### config.mk
export PLATFORM = sky130hd
export DESIGN_NAME = div_acc
export DESIGN_NICKNAME = d
export VERILOG_FILES = /design/src/rtl/div_acc.sv
export SDC_FILE = /design/constraint.sdc
export NUM_CORES = 1
export LEC_CHECK = 0
export CORE_MARGIN = 4
export CORE_UTILIZATION = 25
export CTS_CLUSTER_SIZE = 10
export DETAILED_ROUTE_END_ITERATION = 16
export PLACE_DENSITY = 0.46
export SYNTH_ARGS = -nofsm -noshare
export SYNTH_HDL_FRONTEND = slang
export SYNTH_SLANG_ARGS = --single-unit
export TNS_END_PERCENT = 1
### constraint.sdc
create_clock -name Clk -period 3.17 [get_ports Clk]
set_input_delay 0.951 -clock Clk [delete_from_list [all_inputs] [get_ports Clk]]
set_output_delay 0.951 -clock Clk [all_outputs]
set_load 0.05 [all_outputs]
### src/rtl/div_acc.sv
// Divide accelerator: replaces the subtract-loop divide idiom with four injected instruction pairs.
// Define DIV_ACC_RADIX4_EN for a radix-4 divider (2 quotient bits per cycle); the default is radix-2.
module div_acc (
    input  logic             Clk,
    input  logic             Reset,
    input  logic             StartDiv102,
    input  logic [15:0]      Divident,
    input  logic [15:0]      Divisor,
    input  logic             Abort,
    output logic             AccBusy,
    output logic             SelAccInst101,
    output logic [1:0][15:0] InstFromAcc101,
    output logic             DivDone,
    output logic             DivErr
);

`ifdef DIV_ACC_RADIX4_EN
    localparam int unsigned STEPS = 8;
    localparam int unsigned QW    = 16;
`else
    localparam int unsigned STEPS = 15;
    localparam int unsigned QW    = 15;
`endif

    typedef enum logic [1:0] {IDLE, DIV, FIX, INJ} state_t;

    state_t           state;
    logic [3:0]       step_cnt;
    logic [1:0]       pair_cnt;
    logic [14:0]      num;
    logic [14:0]      den;
    logic [QW-1:0]    quo;
    logic [14:0]      rem;
    logic [14:0]      m_res;
    logic             sel_q;
    logic [1:0][15:0] inst_q;
    logic             done_q;
    logic             err_q;

    logic [QW-1:0]    quo_nxt;
    logic [14:0]      rem_nxt;
    logic [14:0]      n_fix;
    logic [14:0]      m_fix;
    logic [15:0]      s1;
    logic             unused_msb;

    assign unused_msb = Divident[15] ^ Divisor[15];

    // One restoring step: returns {quotient bit, new partial remainder}.
    function automatic logic [15:0] rstep(input logic [14:0] r, input logic b,
                                          input logic [14:0] dv);
        logic [15:0] t;
        t = {r, b};
        if (t >= {1'b0, dv})
            return {1'b1, 15'(t - {1'b0, dv})};
        else
            return {1'b0, t[14:0]};
    endfunction

`ifdef DIV_ACC_RADIX4_EN
    logic [15:0] s2;
    always_comb begin
        s1      = rstep(rem, quo[QW-1], den);
        s2      = rstep(s1[14:0], quo[QW-2], den);
        rem_nxt = s2[14:0];
        quo_nxt = {quo[QW-3:0], s1[15], s2[15]};
    end
`else
    always_comb begin
        s1      = rstep(rem, quo[QW-1], den);
        rem_nxt = s1[14:0];
        quo_nxt = {quo[QW-2:0], s1[15]};
    end
`endif

    // Loop results derived from Q/R: M = n*d - N reduces to d-R, 0 or d, so no multiplier.
    always_comb begin
        n_fix = '0;
        m_fix = '0;
        if (num == '0) begin
            n_fix = 15'd1;
            m_fix = den;
        end else if (rem == '0) begin
            n_fix = quo[14:0];
            m_fix = '0;
        end else begin
            n_fix = quo[14:0] + 15'd1;
            m_fix = den - rem;
        end
    end

    always_ff @(posedge Clk or negedge Reset) begin
        if (!Reset) begin
            state    <= IDLE;
            step_cnt <= '0;
            pair_cnt <= '0;
            num      <= '0;
            den      <= '0;
            quo      <= '0;
            rem      <= '0;
            m_res    <= '0;
            sel_q    <= 1'b0;
            inst_q   <= '0;
            done_q   <= 1'b0;
            err_q    <= 1'b0;
        end else begin
            done_q <= 1'b0;
            err_q  <= 1'b0;
            if (Abort) begin
                state    <= IDLE;
                pair_cnt <= '0;
                sel_q    <= 1'b0;
                inst_q   <= '0;
            end else begin
                case (state)
                    IDLE: begin
                        if (StartDiv102) begin
                            if (Divisor[14:0] == '0) begin
                                err_q <= 1'b1;
                            end else begin
                                num      <= Divident[14:0];
                                den      <= Divisor[14:0];
                                quo      <= QW'(Divident[14:0]);
                                rem      <= '0;
                                step_cnt <= 4'(STEPS - 1);
                                state    <= DIV;
                            end
                        end
                    end
                    DIV: begin
                        quo      <= quo_nxt;
                        rem      <= rem_nxt;
                        step_cnt <= step_cnt - 4'd1;
                        if (step_cnt == '0)
                            state <= FIX;
                    end
                    FIX: begin
                        m_res    <= m_fix;
                        pair_cnt <= '0;
                        sel_q    <= 1'b1;
                        inst_q   <= {16'hEC10, {1'b0, n_fix}};
                        state    <= INJ;
                    end
                    INJ: begin
                        pair_cnt <= pair_cnt + 2'd1;
                        case (pair_cnt)
                            2'd0:    inst_q <= {16'hE308, 16'h0001};
                            2'd1:    inst_q <= {16'hECD0, {1'b0, m_res}};
                            2'd2:    inst_q <= {16'hE308, 16'h0002};
                            default: begin
                                inst_q <= '0;
                                sel_q  <= 1'b0;
                                done_q <= 1'b1;
                                state  <= IDLE;
                            end
                        endcase
                    end
                    default: state <= IDLE;
                endcase
            end
        end
    end

    // Abort must squash injection in the cycle it arrives, ahead of the registered state.
    assign SelAccInst101  = sel_q & ~Abort;
    assign InstFromAcc101 = (sel_q && !Abort) ? inst_q : '0;
    assign AccBusy        = (state != IDLE);
    assign DivDone        = done_q;
    assign DivErr         = err_q;

endmodule

==> metrics.txt <==
R2R depth 10; clock root cell clkbuf_16; Sink Count 105; min-delay src inst_q[25]; Slew HR 45.5%; highest routed layer met4; Min-Delay Path Class register to register; wire length on met3 525 µm; global-route wire length before repair roughly 30000 µm; metal1 wirelength ~9000 µm; routed length per instance 16.5 µm; CTS Buf Count 9; via count 5371; HPWL Detailed 14400 µm; row count 59; number of synthesized register bits 105; sequential cell area between 0.002 and 0.003 mm²; Yosys top cell by area dfrtp_1; post-place setup slack 0.910 ps; vias in the first global route 5395; CTS max path bufs 2; Initial Util 25.4%; wire length on met2 approximately 8600 µm; worst reg2reg path endpoint rem[14]; die footprint 0.0293 mm²; # diodes 0; worst path required time between 2000 and 2500 ps; list of most frequent post-synthesis cells dfrtp_1, o21ai_0, nand2_1, nor2_1, inv_1; multi-input logic area around 0.0036 mm²; DRT Wirelength between 15000 and 20000 µm; critical path arrival 2130 ps; Lkg Pwr 3.54 nW; layout cells sized above 1 13.9%; Clock Pin Slew Worst Setup and Hold Paths 70 ps; GRT Residual Overflow 0; share of the synthesized area in the top cell type 39.5%; initial drt markers around 320; status finished clean; Worst-Margin Slew 815 ps; GPL Wtd Cong 0.803; instance area at placement 0.00799 mm²; clock latency on the worst-skew pair 360 ps; Clock Skew around 9.0 ps; Gates resized, CTS repair 1; CTS tree done; syn_area_per_cell slightly above 9 µm²; Final Net Count 859; Cell Area, Synth 0.00665 mm²; antenna viol nets, final 0; VDD IR max 430 µV; Max Clk Rate approximately 320 MHz; Post-Syn Instances 720; setup slack, reg-to-reg 270 ps; fin area 0.00828 mm²; Post-synth ARST share between 90% and 100%; io pins 72; Period Utilization, post-route a little over nine tenths; unrepaired setup endpoints after global routing false; core area 0.0261 mm²; vias per cell 4.79; Main synth FF type dfrtp_1; fin worst setup slack 86.6 ps; H-Tree Depth 3; fin. max-slew vios 0; Max FO, Critical Path 12; pwr/cell area 1110 mW/mm²; Hold Path Depth 2; IO buf count 63; count leader, synth dfrtp_1; antenna violations before repair 0; Area contributors post-synth dfrtp_1, ha_1, mux2_2; pin count of the biggest net entering global routing 77; Tot Pwr 9.24 mW; # Max-Cap Violations 0; Hold Path Sink inst_q[25]; Fin. Hold Viols 0; Crit Path Class primary input to output pin; die height 171 µm; sequential area share after synthesis 39.5%; hold buffer count at CTS 0; Critical Path End Type output pin; setup repair bufs after CTS 0; area grow syn2layout 24.6%; First-pass DRT Iterations 5; crit start category primary input; post-layout min period 3080 ps; Setup violations, final 0; die width 171 µm; Post-synth EDFFs 0; Cell variety after synth 58; gr usage total 12.8%; fillers 2726; r2r startpoint quo[14]; drt drc 0; synth warn 0
## power by group
part	switching [mW]	internal (mW)
Combinational	3.17	2.41
Clock	0.532	0.621
Sequential	0.610	1.89
## layout by cell type, fill, tap and decap left out, types with 15 or more instances in the layout
| cell | instances |
|---|---|
| a21oi_1 | 32 |
| a22oi_1 | 15 |
| and2_1 | 18 |
| buf_12 | 29 |
| buf_4 | 26 |
| clkdlybuf4s50_1 | 35 |
| dfrtp_1 | 105 |
| ha_1 | 39 |
| inv_1 | 47 |
| mux2_2 | 32 |
| mux2i_1 | 22 |
| nand2_1 | 57 |
| nor2_1 | 57 |
| o21ai_0 | 58 |
| xnor2_1 | 22 |
## cells by family (layout without fill, tap and decap cells)
family | Yosys count | after routing | synth area share [%]
AOI/OAI and AO/OA | 186 | 186 | 18.0
xor gates and xnor gates | 36 | 36 | 4.74
adders and majority gates | 41 | 41 | 7.94
buffers and inverters | 91 | 153 | 6.10
DFF | 105 | 105 | 39.5
muxes | 54 | 54 | 8.73
other | 1 | 6 | 0.0564
and+or+nand+nor | 206 | 206 | 14.9
## flip-flops by register name (all words and copies together) (netlist names)
name / count
sel_q: 1
quo: 15
rem: 15
m_res: 15
num: 15
state: 2
den: 15
step_cnt: 4
pair_cnt: 2
DivDone: 1
DivErr: 1
inst_q: 19
## worst max-delay path by stage
stage / cells after the start / from / slack [ps] / end
floorplan: 4 / Abort / -3 / InstFromAcc101[26]
global placement: 5 / Abort / 7 / InstFromAcc101[29]
detailed placement: 5 / Abort / 0.9 / InstFromAcc101[30]
CTS: 5 / Abort / 3 / InstFromAcc101[26]
global route: 5 / Abort / 20 / InstFromAcc101[25]
finish: 5 / Abort / 90 / InstFromAcc101[24]
## stage by stage
stage                     hold slack [ps]  std cells  setup TNS, ps  util, %
after global placement                449       1106              0     30.6
final                                 457       1122              0     31.7
after detailed placement              451       1106              0     30.6
after global routing                  476       1122              0     31.7
after CTS                             467       1122              0     31.7
after floorplan                       430        725          -11.6        -
## worst max-delay path, cell delays in order
cell	delay, ps
clkdlybuf4s50_1	420
nor2b_1	160
buf_4	180
and2_2	250
buf_12	160
## final cells by class
cell class / count / area share, %
Multi-Input combinational cell: 529 / 43.9
Sequential cell: 105 / 31.7
Timing Repair Buffer: 90 / 13.6
Tap cell: 335 / 5.06
Clock buffer: 11 / 2.81
Inverter: 47 / 2.13
Clock inverter: 5 / 0.755
## per-layer routing
layer  GRT usage, %  vias to the layer above
li1               -                     2669
met1           17.7                     2599
met2           20.9                       87
met3           1.66                       16
met4           4.20                        0
met5              0                        -
(Power assumes the default switching activity.)
